[src/rtl/uart_pkg.sv]
`default_nettype none
// ============================================================================
// Module      : uart_pkg
// Description : Shared types and helpers for the parametrised UART receiver.
//               Receiver state encoding, bit-timing helpers (cycles per bit,
//               mid-bit point) and counter widths.
// Revision    : 1.0 - initial release
// ============================================================================
package uart_pkg;

    typedef enum logic [2:0] {
        IDLE   = 3'd0,
        START  = 3'd1,
        DATA   = 3'd2,
        PARITY = 3'd3,
        STOP   = 3'd4,
        COMMIT = 3'd5
    } uart_state_t;

    // The bit index counts data bits (up to 9) and stop bits (up to 2).
    localparam int unsigned C_MAX_BITS = 9;
    localparam int unsigned C_BIT_W    = $clog2(C_MAX_BITS + 1);

    // System clock cycles per serial bit.
    function automatic int unsigned calc_cpb(input int unsigned clk_hz,
                                             input int unsigned baud);
        return clk_hz / baud;
    endfunction

    // Mid-bit cycle index; the majority samples sit at H-1, H and H+1.
    function automatic int unsigned calc_half(input int unsigned cpb);
        return cpb / 2;
    endfunction

    // Width of the bit-cycle counter that runs 0..cpb-1.
    function automatic int unsigned calc_k_w(input int unsigned cpb);
        return (cpb < 2) ? 1 : $clog2(cpb);
    endfunction

endpackage
`default_nettype wire

[src/rtl/uart_bit_sampler.sv]
`default_nettype none
// ============================================================================
// Module      : uart_bit_sampler
// Description : Front end of the UART receiver. 2-flop synchroniser (reset
//               to idle-high), falling-edge detector and 3-sample majority
//               vote taken at bit-cycle counts H-1, H and H+1.
// Ports       : clk_in, rst_in     - clock, async active-high reset
//               i_rx               - raw serial line
//               i_k                - bit-cycle counter from the FSM
//               i_sample_en        - high while a frame bit is being timed
//               o_rx_s             - synchronised line
//               o_fall_pulse       - rx_s went 1 -> 0 this cycle
//               o_decision         - majority value of the three samples
//               o_decision_valid   - o_decision is meaningful (k = H+1)
// Revision    : 1.0 - initial release
// ============================================================================
module uart_bit_sampler
    import uart_pkg::*;
#(
    parameter int unsigned H   = 2,
    parameter int unsigned K_W = 2
) (
    input  logic           clk_in,
    input  logic           rst_in,
    input  logic           i_rx,
    input  logic [K_W-1:0] i_k,
    input  logic           i_sample_en,
    output logic           o_rx_s,
    output logic           o_fall_pulse,
    output logic           o_decision,
    output logic           o_decision_valid
);

    localparam logic [K_W-1:0] C_K_S0  = K_W'(H - 1);
    localparam logic [K_W-1:0] C_K_S1  = K_W'(H);
    localparam logic [K_W-1:0] C_K_DEC = K_W'(H + 1);

    logic r_sync1;
    logic r_sync2;
    logic r_prev;
    logic r_s0;
    logic r_s1;

    // History is kept in every state so an edge is never lost across
    // state transitions.
    always_ff @(posedge clk_in or posedge rst_in) begin
        if (rst_in) begin
            r_sync1 <= 1'b1;
            r_sync2 <= 1'b1;
            r_prev  <= 1'b1;
            r_s0    <= 1'b1;
            r_s1    <= 1'b1;
        end else begin
            r_sync1 <= i_rx;
            r_sync2 <= r_sync1;
            r_prev  <= r_sync2;
            if (i_k == C_K_S0) r_s0 <= r_sync2;
            if (i_k == C_K_S1) r_s1 <= r_sync2;
        end
    end

    assign o_rx_s           = r_sync2;
    assign o_fall_pulse     = r_prev & ~r_sync2;
    // Third sample is the live value at k = H+1.
    assign o_decision       = (r_s0 & r_s1) | (r_s0 & r_sync2) | (r_s1 & r_sync2);
    assign o_decision_valid = i_sample_en && (i_k == C_K_DEC);

endmodule
`default_nettype wire

[src/rtl/uart_rcv_param.sv]
`default_nettype none
// ============================================================================
// Module      : uart_rcv_param
// Description : Parametrised UART receiver, 5..9 data bits LSB first, 1 or 2
//               stop bits, optional parity (macro UART_RCV_PARITY_EN).
//               Words are delivered through a single-entry valid/ready
//               holding register with framing/parity flags and an overrun
//               pulse when a completed word finds the register occupied.
// Ports       : clk_in, rst_in  - clock, async active-high reset
//               uart_rx         - raw serial line, idle high
//               data_out        - received word, right-aligned
//               valid_out       - word held in output register
//               ready_in        - consumer accept
//               frame_err_out   - stop bit sampled low (with data_out)
//               parity_err_out  - parity mismatch (with data_out)
//               overrun_out     - 1-cycle pulse, completed word dropped
// Revision    : 1.0 - initial release
// ============================================================================
module uart_rcv_param
    import uart_pkg::*;
#(
    parameter int CLOCK_SPEED = 100_000_000,
    parameter int BAUD_RATE   = 115_200,
    parameter int DATA_BITS   = 8,
    parameter int STOP_BITS   = 1,
    parameter int PARITY_ODD  = 0
) (
    input  logic                 clk_in,
    input  logic                 rst_in,
    input  logic                 uart_rx,
    output logic [DATA_BITS-1:0] data_out,
    output logic                 valid_out,
    input  logic                 ready_in,
    output logic                 frame_err_out,
    output logic                 parity_err_out,
    output logic                 overrun_out
);

    localparam int unsigned CPB = calc_cpb(CLOCK_SPEED, BAUD_RATE);
    localparam int unsigned H   = calc_half(CPB);
    localparam int unsigned K_W = calc_k_w(CPB);

    localparam logic [K_W-1:0]     C_K_LAST    = K_W'(CPB - 1);
    localparam logic [C_BIT_W-1:0] C_DATA_LAST = C_BIT_W'(DATA_BITS - 1);
    localparam logic [C_BIT_W-1:0] C_STOP_LAST = C_BIT_W'(STOP_BITS - 1);

    uart_state_t            r_state;
    uart_state_t            w_state_next;
    logic [K_W-1:0]         r_k;
    logic [C_BIT_W-1:0]     r_bit;
    logic [DATA_BITS-1:0]   r_shift;
    logic                   r_frame_err;
    logic                   r_pend;

    logic w_rx_s;
    logic w_fall;
    logic w_dec;
    logic w_dec_valid;
    logic w_bit_end;
    logic w_stop_done;
    logic w_false_start;
    logic w_sample_en;
    logic w_unused;

    assign w_sample_en = (r_state == START) || (r_state == DATA) ||
                         (r_state == PARITY) || (r_state == STOP);

    uart_bit_sampler #(
        .H   (H),
        .K_W (K_W)
    ) u_sampler (
        .clk_in           (clk_in),
        .rst_in           (rst_in),
        .i_rx             (uart_rx),
        .i_k              (r_k),
        .i_sample_en      (w_sample_en),
        .o_rx_s           (w_rx_s),
        .o_fall_pulse     (w_fall),
        .o_decision       (w_dec),
        .o_decision_valid (w_dec_valid)
    );

    assign w_unused      = ^{w_rx_s, PARITY_ODD[0]};
    assign w_bit_end     = (r_k == C_K_LAST);
    assign w_stop_done   = (r_state == STOP) && w_dec_valid && (r_bit == C_STOP_LAST);
    assign w_false_start = (r_state == START) && w_dec_valid && w_dec;

    // ---------------------------------------------------------------- FSM
    always_ff @(posedge clk_in or posedge rst_in) begin
        if (rst_in) r_state <= IDLE;
        else        r_state <= w_state_next;
    end

    always_comb begin
        w_state_next = r_state;
        case (r_state)
            IDLE:   if (w_fall) w_state_next = START;
            START: begin
                if (w_false_start)  w_state_next = IDLE;
                else if (w_bit_end) w_state_next = DATA;
            end
            DATA: begin
                if (w_bit_end && (r_bit == C_DATA_LAST)) begin
`ifdef UART_RCV_PARITY_EN
                    w_state_next = PARITY;
`else
                    w_state_next = STOP;
`endif
                end
            end
            PARITY: if (w_bit_end) w_state_next = STOP;
            STOP:   if (w_stop_done) w_state_next = COMMIT;
            // A start edge seen during the final stop decision or during
            // COMMIT itself goes straight into the next frame.
            COMMIT: w_state_next = (r_pend || w_fall) ? START : IDLE;
            default: w_state_next = IDLE;
        endcase
    end

    // ------------------------------------------------------------ datapath
    always_ff @(posedge clk_in or posedge rst_in) begin
        if (rst_in) begin
            r_k         <= '0;
            r_bit       <= '0;
            r_shift     <= '0;
            r_frame_err <= 1'b0;
            r_pend      <= 1'b0;
        end else begin
            r_pend <= (r_state == STOP) && w_fall;

            // The detecting IDLE cycle is k = 0 of the start bit, so the
            // counter enters START at 1.
            case (r_state)
                IDLE:   r_k <= w_fall ? K_W'(1) : '0;
                COMMIT: r_k <= r_pend ? (r_k + 1'b1) : (w_fall ? K_W'(1) : '0);
                default: begin
                    if (w_stop_done)        r_k <= w_fall ? K_W'(1) : '0;
                    else if (w_false_start) r_k <= '0;
                    else                    r_k <= w_bit_end ? '0 : (r_k + 1'b1);
                end
            endcase

            case (r_state)
                START: begin
                    r_bit       <= '0;
                    r_frame_err <= 1'b0;
                end
                DATA: begin
                    if (w_dec_valid) r_shift <= {w_dec, r_shift[DATA_BITS-1:1]};
                    if (w_bit_end)   r_bit <= (r_bit == C_DATA_LAST) ? '0 : (r_bit + 1'b1);
                end
                STOP: begin
                    if (w_dec_valid && !w_dec)     r_frame_err <= 1'b1;
                    if (w_bit_end && !w_stop_done) r_bit <= r_bit + 1'b1;
                end
                default: ;
            endcase
        end
    end

    // ----------------------------------------------------- output register
    always_ff @(posedge clk_in or posedge rst_in) begin
        if (rst_in) begin
            data_out      <= '0;
            valid_out     <= 1'b0;
            frame_err_out <= 1'b0;
            overrun_out   <= 1'b0;
        end else begin
            overrun_out <= 1'b0;
            if (r_state == COMMIT) begin
                // Accept-and-load in the same cycle replaces the held word.
                if (!valid_out || ready_in) begin
                    data_out      <= r_shift;
                    frame_err_out <= r_frame_err | (w_stop_done & ~w_dec);
                    valid_out     <= 1'b1;
                end else begin
                    overrun_out   <= 1'b1;
                end
            end else if (valid_out && ready_in) begin
                valid_out <= 1'b0;
            end
        end
    end

`ifdef UART_RCV_PARITY_EN
    logic r_par_err;

    always_ff @(posedge clk_in or posedge rst_in) begin
        if (rst_in) begin
            r_par_err      <= 1'b0;
            parity_err_out <= 1'b0;
        end else begin
            if (r_state == START)
                r_par_err <= 1'b0;
            else if ((r_state == PARITY) && w_dec_valid)
                r_par_err <= (^r_shift) ^ w_dec ^ PARITY_ODD[0];
            if ((r_state == COMMIT) && (!valid_out || ready_in))
                parity_err_out <= r_par_err;
        end
    end
`else
    assign parity_err_out = 1'b0;
`endif

endmodule
`default_nettype wire

[config.mk]
export PLATFORM = sky130hd
export DESIGN_NAME = uart_rcv_param
export DESIGN_NICKNAME = d
export VERILOG_FILES = /design/src/rtl/uart_pkg.sv /design/src/rtl/uart_bit_sampler.sv /design/src/rtl/uart_rcv_param.sv
export SDC_FILE = /design/constraint.sdc
export NUM_CORES = 1
export LEC_CHECK = 0
export BUFFER_PORTS_ARGS = -buffer_cell sky130_fd_sc_hd__buf_2
export CAP_MARGIN = 20
export CORE_AREA = 2 2 82 84
export CTS_BUF_LIST = sky130_fd_sc_hd__clkbuf_8 sky130_fd_sc_hd__clkbuf_16
export CTS_CLUSTER_SIZE = 12
export DETAILED_ROUTE_END_ITERATION = 8
export DIE_AREA = 0 0 84 86
export SYNTH_ARGS = -nofsm -noshare
export SYNTH_HDL_FRONTEND = slang
export SYNTH_SLANG_ARGS = --single-unit
export TNS_END_PERCENT = 5
[constraint.sdc]
create_clock -name clk_in -period 4.9 [get_ports clk_in]
set_clock_uncertainty 0.2 [all_clocks]
set_input_delay 0.245 -clock clk_in [delete_from_list [all_inputs] [get_ports clk_in]]
set_output_delay 0.245 -clock clk_in [all_outputs]
set_load 0.01 [all_outputs]
==> flow_summary.toml, run 1 <==
[worst_setup_path]
crit_arrival_ns = 2.42
cp-end-kind = "register"
path_cells = "inv_1 > ha_1 > nor3b_1 > a22oi_1 > nor3_2 > o211ai_1"
cp.required_ns = 4.84
reg2reg_depth = 6
critPathMaxFanout = 10
critPathBufInv = 1
cp_num_cells = 6
crit_path_top_delay_cell = "nor3_2"
path_class = "register to register"
cp_top_family = "simple AND/OR/NAND/NOR gates"
cpPeakStageDelay_ns = 0.61
start_kind = "register"

[clocking]
cts_tree = "done"
cts.path.max_buffers = 2
htreeDepth = 2
ctsHoldBuffers = 2
clk_pin_slew_ns = 0.08
clk_latency_ns = 0.29
clock-sinks = 43
clockRootBuffer = "clkbuf_8"
cts_setup_buffers = 0
cts_resized = 0
cts_buffers = 5

[synthesis]
yosysWarnings = 0
synth-seq-cells = 43
synth_edf_count = 0
syn-num-nets = 204
netlist_instances = 195
ys.flop_type = "dfrtp_1"
synth_area_mm2 = 0.00216
syn_avg_cell_area_um2 = 11.1
async_flop_share = 1.00
synth_most_common_cell = "dfrtp_1"
ys_seq_area_frac = 0.501
synth_top_area_frac = 0.440
ys_top_cells_by_area = "dfrtp_1, mux2_2, dfstp_2"
ys_types = 51
yosys.area.top_type = "dfrtp_1"
synth_common_cells = "dfrtp_1, mux2_2, nor3_1, nand2_1, inv_1"

[global_route]
grt_pass1_wl_um = 7010
antenna_found_initial = 0
globalRouteOverflowTotal = 0
grt_use_total = 0.119
grt_max_degree = 44
grt_pass1_vias = 1500

[route]
drt_first_pass_iters = 4
ant_nets = 0
drt_iter0_markers = 140
vias = 1495
avgRoutedWirePerCell_um = 13.8
finalWirelength_um = 3990
viasPerCell = 5.17
drc_errors = 0

[run_status]
status = "finished clean"

[sta]
min_period_ns = 2.49
tightest_slew_ns = 0.763
setup_violations = 0
hold_violations = 0
relSlewSlack = 0.490
setup-tns-final_ns = 0
fin_ws_ns = 2.41
period_share = 0.508
rsz0062_at_grt = "no"
max_freq_mhz = 402
finalMaxSlewViolations = 0

[die]
initial_core_util = 0.344
dieArea_mm2 = 0.00722
core_mm2 = 0.00628
die_w_um = 84
io_pins = 16
fp.dieH_um = 86
rows = 29

[min_path]
min_path_cells = 3
worstHoldPathType = "input port to register"

[layout]
synthToLayoutAreaGrowth_pct = 11.1
diodes = 0
drive_gt1_frac = 0.259
final_nets = 220
nFillCells = 636

[power_and_ir_drop]
p_per_area_mw_per_mm2 = 303
ir_worst_vdd_mv = 0.134
p_leak_uw = 0.00111

[run]
maxCapViolCount = 0

[placement]
place_ws_ns = 2.49
place_congestion = 0.876
portBuffers = 14
hpwl_um = 2810
## cell usage in the layout (no fill, tap or decap), types with 2 or more instances in the layout
master / n
and4_1: 3
nand4_1: 3
and3_1: 4
or3b_2: 2
nor2_1: 5
dlygate4sd3_1: 2
a21o_1: 2
xnor2_1: 2
inv_1: 9
and2_1: 3
nand2b_1: 6
nand3_1: 7
dfrtp_1: 38
o21ai_0: 4
nor2b_1: 2
buf_2: 14
nor3b_1: 4
dfstp_2: 5
mux2_2: 20
xor2_1: 6
clkbuf_8: 5
ha_1: 5
a21oi_1: 3
a31oi_1: 4
nor3_1: 13
nand2_1: 12
## layout make-up
cell class,count,area [um^2],area share
Inverter,9,33.8,0.0141
Clock buffer,5,68.8,0.0286
Sequential cell,43,1080,0.451
Clock inverter,3,16.3,0.00677
Multi-Input combinational cell,135,1010,0.419
Tap cell,77,96.3,0.0401
Timing Repair Buffer,17,97.6,0.0406
## final timing paths
| kind | start | to | slack [ns] |
|---|---|---|---|
| setup / recovery | r_bit[0]$_DFFE_PP0P_ | r_k[0]$_DFF_PP0_ | 2.41 |
| hold / removal | ready_in | overrun_out$_DFF_PP0_ | 0.05 |
| setup reg to reg | r_bit[0]$_DFFE_PP0P_ | r_k[0]$_DFF_PP0_ | 2.41 |
| hold reg to reg | u_sampler.r_sync1$_DFF_PP1_ | u_sampler.o_rx_s$_DFF_PP1_ | 0.16 |
| max in group asynchronous | rst_in | u_sampler.r_s1$_DFFE_PP1N_ | 3.73 |
| min in group asynchronous | rst_in | data_out[6]$_DFFE_PP0P_ | 0.41 |
## report_power, final
part	internal (uW)	switching [uW]	leakage (uW)
Sequential	374	35.6	0.000574
Combinational	43.2	61.3	0.000495
Clock	97.5	117	0.0000453
## sequential cells by signal, summed over array words and instances (netlist names)
signal	cells
r_k	10
data_out	8
r_shift	8
r_bit	4
r_state	3
frame_err_out	1
overrun_out	1
r_frame_err	1
r_pend	1
u_sampler.o_rx_s	1
u_sampler.r_prev	1
u_sampler.r_s0	1
u_sampler.r_s1	1
u_sampler.r_sync1	1
valid_out	1
## worst register-to-register path: cells and delay by family, from the launching register on
kind,cells,cell delay (ns)
AOI/OAI and AO/OA,2,0.38
DFF,1,0.44
buffers and inverters,1,0.08
adders and majority gates,1,0.14
and+or+nand+nor,2,1.09
## cells by family (layout without fill, tap and decap cells)
group	Yosys count	count (layout)	share of synthesized area
and+or+nand+nor	74	74	0.210
DFF	43	43	0.501
AOI/OAI and AO/OA	26	26	0.0839
muxes	20	20	0.104
buffers and inverters	17	34	0.0336
xor gates and xnor gates	8	8	0.0324
adders and majority gates	6	6	0.0336
other	1	1	0.00173
## per-layer routing
metal / wire (um) / part of all wire / GRT usage / up-vias
met5: 0 / 0 / 0 / -
met4: 50 / 0.013 / 0.0425 / 0
met3: 126 / 0.032 / 0.0260 / 5
met2: 1890 / 0.47 / 0.191 / 24
met1: 1930 / 0.48 / 0.160 / 737
li1: - / - / - / 729
## per-stage QoR
step / util / area, um^2 / total power [uW] / std cells / hold slack (ns)
2_1_floorplan: - / 2160 / 494 / 195 / 0.0495
3_3_place_gp: 0.366 / 2300 / 520 / 279 / 0.146
3_5_place_dp: 0.366 / 2300 / 520 / 279 / 0.147
4_1_cts: 0.383 / 2400 / 744 / 289 / 0.0394
5_1_grt: 0.383 / 2400 / 773 / 289 / 0.0504
6_report: 0.383 / 2400 / 729 / 289 / 0.0476
No activity file was read; power rests on OpenSTA's default activity.
==> inputs of run 2 (changes only) <==
Settings changed: ABC_AREA from default to 1, CORE_AREA 2 2 82 84 to 2 2 86 88, DIE_AREA 0 0 84 86 to 0 0 88 90.
Clock period 4.9 ns to 2.35 ns, I/O delays scaled along.
==> run 2 against run 1 <==
Non-clock buffer count is 2 higher. Synthesized cell count is 54% higher. Sequential power is 120% higher. Design area is 13% higher. Critical path type unchanged. Largest cell class unchanged.
==> flow_summary.toml, run 2 <==
[run_status]
status = "finished clean"

[placement]
hpwl_um = 3560
portBuffers = 14
place_congestion = 0.844

[layout]
diodes = 0
nFillCells = 718
seqCellArea_mm2 = 0.00108
synthToLayoutAreaGrowth_pct = 14.3
top_regs = "r_k x10, data_out x8, r_shift x8"
multi_input_area_mm2 = 0.00108
final_common_cell = "nand2_1"
largest_reg_flops = 10
final_nets = 330
drive_gt1_frac = 0.177
final_cell_mix = "nand2_1, inv_1, dfrtp_1"
largest-register = "r_k"

[synthesis]
synth_common_cells = "nand2_1, inv_1, dfrtp_1, nand3_1, nor2_1"
synth_most_common_cell = "nand2_1"
yosysWarnings = 0
ys_seq_area_frac = 0.455
syn_avg_cell_area_um2 = 7.93
syn-num-nets = 309
synth_edf_count = 0
async_flop_share = 1.00
synth_top_area_frac = 0.400
yosys.area.top_type = "dfrtp_1"
synth_area_mm2 = 0.00238
ys_types = 32
netlist_instances = 300
ys.flop_type = "dfrtp_1"
ys_top_cells_by_area = "dfrtp_1, nand2_1, inv_1"
synth-seq-cells = 43

[die]
dieArea_mm2 = 0.00792
fp.dieH_um = 90
initial_core_util = 0.339
io_pins = 16
core_mm2 = 0.00702
die_w_um = 88
rows = 31

[clocking]
cts.path.max_buffers = 2
clk_latency_ns = 0.29
clk_pin_slew_ns = 0.08
cts_buffers = 5
cts_resized = 0
clockRootBuffer = "clkbuf_8"
cts_tree = "done"
htreeDepth = 2
clock-sinks = 43

[power_and_ir_drop]
ir_worst_vdd_mv = 0.305
power.total_uw = 2300
p_per_area_mw_per_mm2 = 845
p_leak_uw = 0.00138

[sta]
tightest_slew_ns = 0.539
whs_ns = 0.165
period_share = 0.840
hold_violations = 0
rsz0062_at_grt = "no"
finalMaxSlewViolations = 0
setup_violations = 0
setup-tns-final_ns = 0
max_freq_mhz = 507
relSlewSlack = 0.641
min_period_ns = 1.97

[route]
drt_first_pass_iters = 4
viasPerCell = 4.59
avgRoutedWirePerCell_um = 11.5
finalWirelength_um = 4830
vias = 1932
drt_iter0_markers = 110
ant_nets = 0
drc_errors = 0

[global_route]
globalRouteOverflowTotal = 0
antenna_found_initial = 0
grt_max_degree = 44
grt_pass1_vias = 1839
grt_pass1_wl_um = 8490
grt_use_total = 0.132

[worst_setup_path]
crit_arrival_ns = 1.95
start_kind = "register"
cp.required_ns = 2.33
cp_top_family = "simple AND/OR/NAND/NOR gates"
critPathMaxFanout = 8
path_cells = "ha_1 > nand2_4 > nor3_4 > inv_2 > o21ai_2 > nand2_2 > nand2_1 > o21ai_0"
cpPeakStageDelay_ns = 0.45
path_class = "register to register"
critPathBufInv = 1
cp-end-kind = "register"
crit_path_top_delay_cell = "dfrtp_1"

[min_path]
worstHoldPathType = "register to register"

[run]
maxCapViolCount = 0
[run 2: cell types whose count changed after synthesis, moves of 10 or more]
| cell | change |
|---|---|
| inv_1 | +37 |
| mux2_2 | -19 |
| nand2_1 | +65 |
| nand3_1 | +18 |
| nand4_1 | +13 |
| nor2_1 | +20 |
| nor3_1 | -12 |
| o21ai_0 | +12 |
| o21ai_2 | +10 |
[run 2: layout make-up]
| type | count | share of cell area |
|---|---|---|
| clock inverters | 3 | 0.0249 |
| flip-flops and latches | 43 | 0.398 |
| multi-input cells | 203 | 0.396 |
| clock buffers | 5 | 0.0253 |
| repair buffers | 19 | 0.0423 |
| well taps | 99 | 0.0456 |
| inverters | 49 | 0.0676 |
[run 2: worst paths after layout]
kind | startpoint | endpoint | slack, ns | cells past startpoint
worst max-delay path | r_k[0]$_DFF_PP0_ | r_bit[3]$_DFFE_PP0P_ | 0.38 | 8
worst min-delay path | u_sampler.r_sync1$_DFF_PP1_ | u_sampler.o_rx_s$_DFF_PP1_ | 0.17 | 0
worst max register to register | r_k[0]$_DFF_PP0_ | r_bit[3]$_DFFE_PP0P_ | 0.38 | 8
worst min register to register | u_sampler.r_sync1$_DFF_PP1_ | u_sampler.o_rx_s$_DFF_PP1_ | 0.17 | 0
max in group asynchronous | rst_in | u_sampler.r_s0$_DFFE_PP1N_ | 1.28 | 4
min in group asynchronous | rst_in | overrun_out$_DFF_PP0_ | 0.29 | 4
[run 2: logic make-up after synthesis]
group / Yosys count / synth area share
xor+xnor: 3 / 0.0110
other cells: 1 / 0.00158
flops: 43 / 0.455
mux: 2 / 0.00894
simple gates: 157 / 0.312
buf+inv: 54 / 0.0921
fa+ha+maj: 5 / 0.0263
compound gates: 35 / 0.0931
[run 2: stage by stage]
| stage | std cells | cell area, um^2 | util | worst slack, ns |
|---|---|---|---|---|
| 2_1_floorplan | 300 | 2380 | - | 0.621 |
| 3_3_place_gp | 410 | 2550 | 0.364 | 0.443 |
| 3_5_place_dp | 410 | 2550 | 0.364 | 0.397 |
| 4_1_cts | 421 | 2720 | 0.387 | 0.387 |
| 5_1_grt | 421 | 2720 | 0.387 | 0.213 |
| 6_report | 421 | 2720 | 0.387 | 0.377 |
[run 2: power breakdown]
| part | leakage (uW) | switching, uW | internal, uW |
|---|---|---|---|
| registers | 0.000573 | 96.4 | 813 |
| logic | 0.000738 | 481 | 231 |
| clock network | 0.0000644 | 252 | 424 |
[run 2: per-layer routing]
metal / track usage / vias to the layer above / wire length, um / share of wire
li1: - / 997 / - / -
met1: 0.184 / 898 / 2290 / 0.47
met2: 0.207 / 30 / 2330 / 0.48
met3: 0.0248 / 7 / 147 / 0.030
met4: 0.0397 / 0 / 73 / 0.015
met5: 0 / - / 0 / 0
[run 2: timing repair]
action,4_1_cts,5_1_grt
setup buffers,0,0
hold buffers,3,0
endpoints found under the hold margin,41,0
==> inputs of run 3 (changes only) <==
Clock period 2.35 ns to 2 ns, I/O delays scaled along.
==> run 3 against run 2 <==
Critical path depth stayed put. Wire length grew 3.7%. Fmax rose by 5.5%. Largest power group unchanged. First-iteration DRC count up 4.5%. Sequential power is 18% higher. Clock power rose by 19%. Combinational power increased by 24%. Worst setup slack lost 0.25 ns. Sequential share of layout area shrank 0.50 points. Total power increased by 20%. Largest cell class is now multi-input combinational cells. Critical endpoint unchanged. Worst hold slack worse by 0.0031 ns. Cell count grew 0.48%.
==> flow_summary.toml, run 3 (synthesized netlist as in run 2, its figures left out) <==
[placement]
place_ws_ns = 0.0955
place_inst = 412
place_congestion = 0.836
portBuffers = 14
hpwl_um = 3670

[power_and_ir_drop]
p_leak_uw = 0.00139
ir_worst_vdd_mv = 0.416
p_per_area_mw_per_mm2 = 1000

[die]
core_mm2 = 0.00702
initial_core_util = 0.339
dieArea_mm2 = 0.00792
rows = 31
die_w_um = 88
io_pins = 16
fp.dieH_um = 90

[worst_setup_path]
critPathMaxFanout = 8
cp-end-kind = "register"
crit_arrival_ns = 1.86
path_class = "register to register"
cp.required_ns = 1.99
start_kind = "register"

[clocking]
clk_latency_ns = 0.30
clockRootBuffer = "clkbuf_8"
cts_tree = "done"
cts.path.max_buffers = 2
clk_pin_slew_ns = 0.09
clock-sinks = 43
cts_buffers = 5
htreeDepth = 2
cts_setup_buffers = 0

[layout]
nFillCells = 724
final_nets = 332
synthToLayoutAreaGrowth_pct = 15.9
drive_gt1_frac = 0.185
largest_reg_flops = 10
seqCellArea_mm2 = 0.00108
top_regs = "r_k x10, data_out x8, r_shift x8"
instances_no_fill = 423
multi_input_area_mm2 = 0.00109
largest-register = "r_k"
final_cell_mix = "nand2_1, inv_1, dfrtp_1"
diodes = 0
final_common_cell = "nand2_1"

[sta]
min_period_ns = 1.87
finalMaxSlewViolations = 0
hold_violations = 0
max_freq_mhz = 535
setup-tns-final_ns = 0
rsz0062_at_grt = "yes"
setup_violations = 0
fin_ws_ns = 0.130
tightest_slew_ns = 0.761
period_share = 0.935
relSlewSlack = 0.489

[route]
finalWirelength_um = 5010
avgRoutedWirePerCell_um = 11.8
drt_iter0_markers = 115
ant_nets = 0
drc_errors = 0
vias = 1964
drt_first_pass_iters = 4
viasPerCell = 4.64

[run]
maxCapViolCount = 0

[global_route]
grt_use_total = 0.134
globalRouteOverflowTotal = 0
grt_pass1_vias = 1865
grt_max_degree = 26
grt_pass1_wl_um = 8530
antenna_found_initial = 0

[min_path]
worstHoldPathType = "register to register"

[run_status]
status = "finished clean"
[run 3: path summary, 6_finish.rpt]
kind                                                  start                          end  slack, ns  cells after the start
worst min register to register  u_sampler.r_sync1$_DFF_PP1_   u_sampler.o_rx_s$_DFF_PP1_       0.16                      0
max in group asynchronous                            rst_in  u_sampler.r_sync1$_DFF_PP1_       0.83                      4
worst min-delay path            u_sampler.r_sync1$_DFF_PP1_   u_sampler.o_rx_s$_DFF_PP1_       0.16                      0
min in group asynchronous                            rst_in             r_k[5]$_DFF_PP0_       0.18                      3
worst max-delay path                       r_k[4]$_DFF_PP0_         r_bit[3]$_DFFE_PP0P_       0.13                      8
worst max register to register             r_k[4]$_DFF_PP0_         r_bit[3]$_DFFE_PP0P_       0.13                      8
[run 3: timing repair]
item / in CTS / in global routing
hold buffers: 3 / 0
setup endpoints to repair: 0 / 5
endpoints found under the hold margin: 18 / 0
gates resized for setup: 0 / 3
[run 3: power breakdown]
group	switching [uW]	internal, uW	leakage, uW
Clock	312	494	0.0000695
Combinational	587	298	0.000751
Sequential	110	956	0.000572
[run 3: critical path, stage by stage, from the launching register on]
cell and delay (ns):
dfrtp_2 0.46, inv_1 0.11, nand4_1 0.18, nor3_4 0.27, inv_2 0.13, o21ai_2 0.14, nand2_2 0.12, nand2_1 0.07
o21ai_0 0.07
[run 3: layer usage]
metal | share of wire | routed length, um | track usage | up-vias
met3 | 0.035 | 173 | 0.0239 | 5
met4 | 0.0094 | 47 | 0.0436 | 0
met2 | 0.48 | 2380 | 0.211 | 36
met5 | 0 | 0 | 0 | -
met1 | 0.48 | 2410 | 0.185 | 922
li1 | - | - | - | 1001
[run 3: layout make-up]
class                   instances  area share
well taps                      99      0.0449
flip-flops and latches         43       0.393
clock buffers                   5      0.0250
repair buffers                 21      0.0517
inverters                      49      0.0667
multi-input cells             203       0.395
clock inverters                 3      0.0232
[run 3: metrics by stage]
step                instance area (um^2)   util  power, uW  hold WS, ns
floorplan                           2380      -       1730      -0.0955
global placement                    2580  0.367       1940      -0.0289
detailed placement                  2580  0.367       1940      -0.0208
CTS                                 2740  0.391       2760        0.166
global route                        2760  0.393       2950        0.168
finish                              2760  0.393       2760        0.162
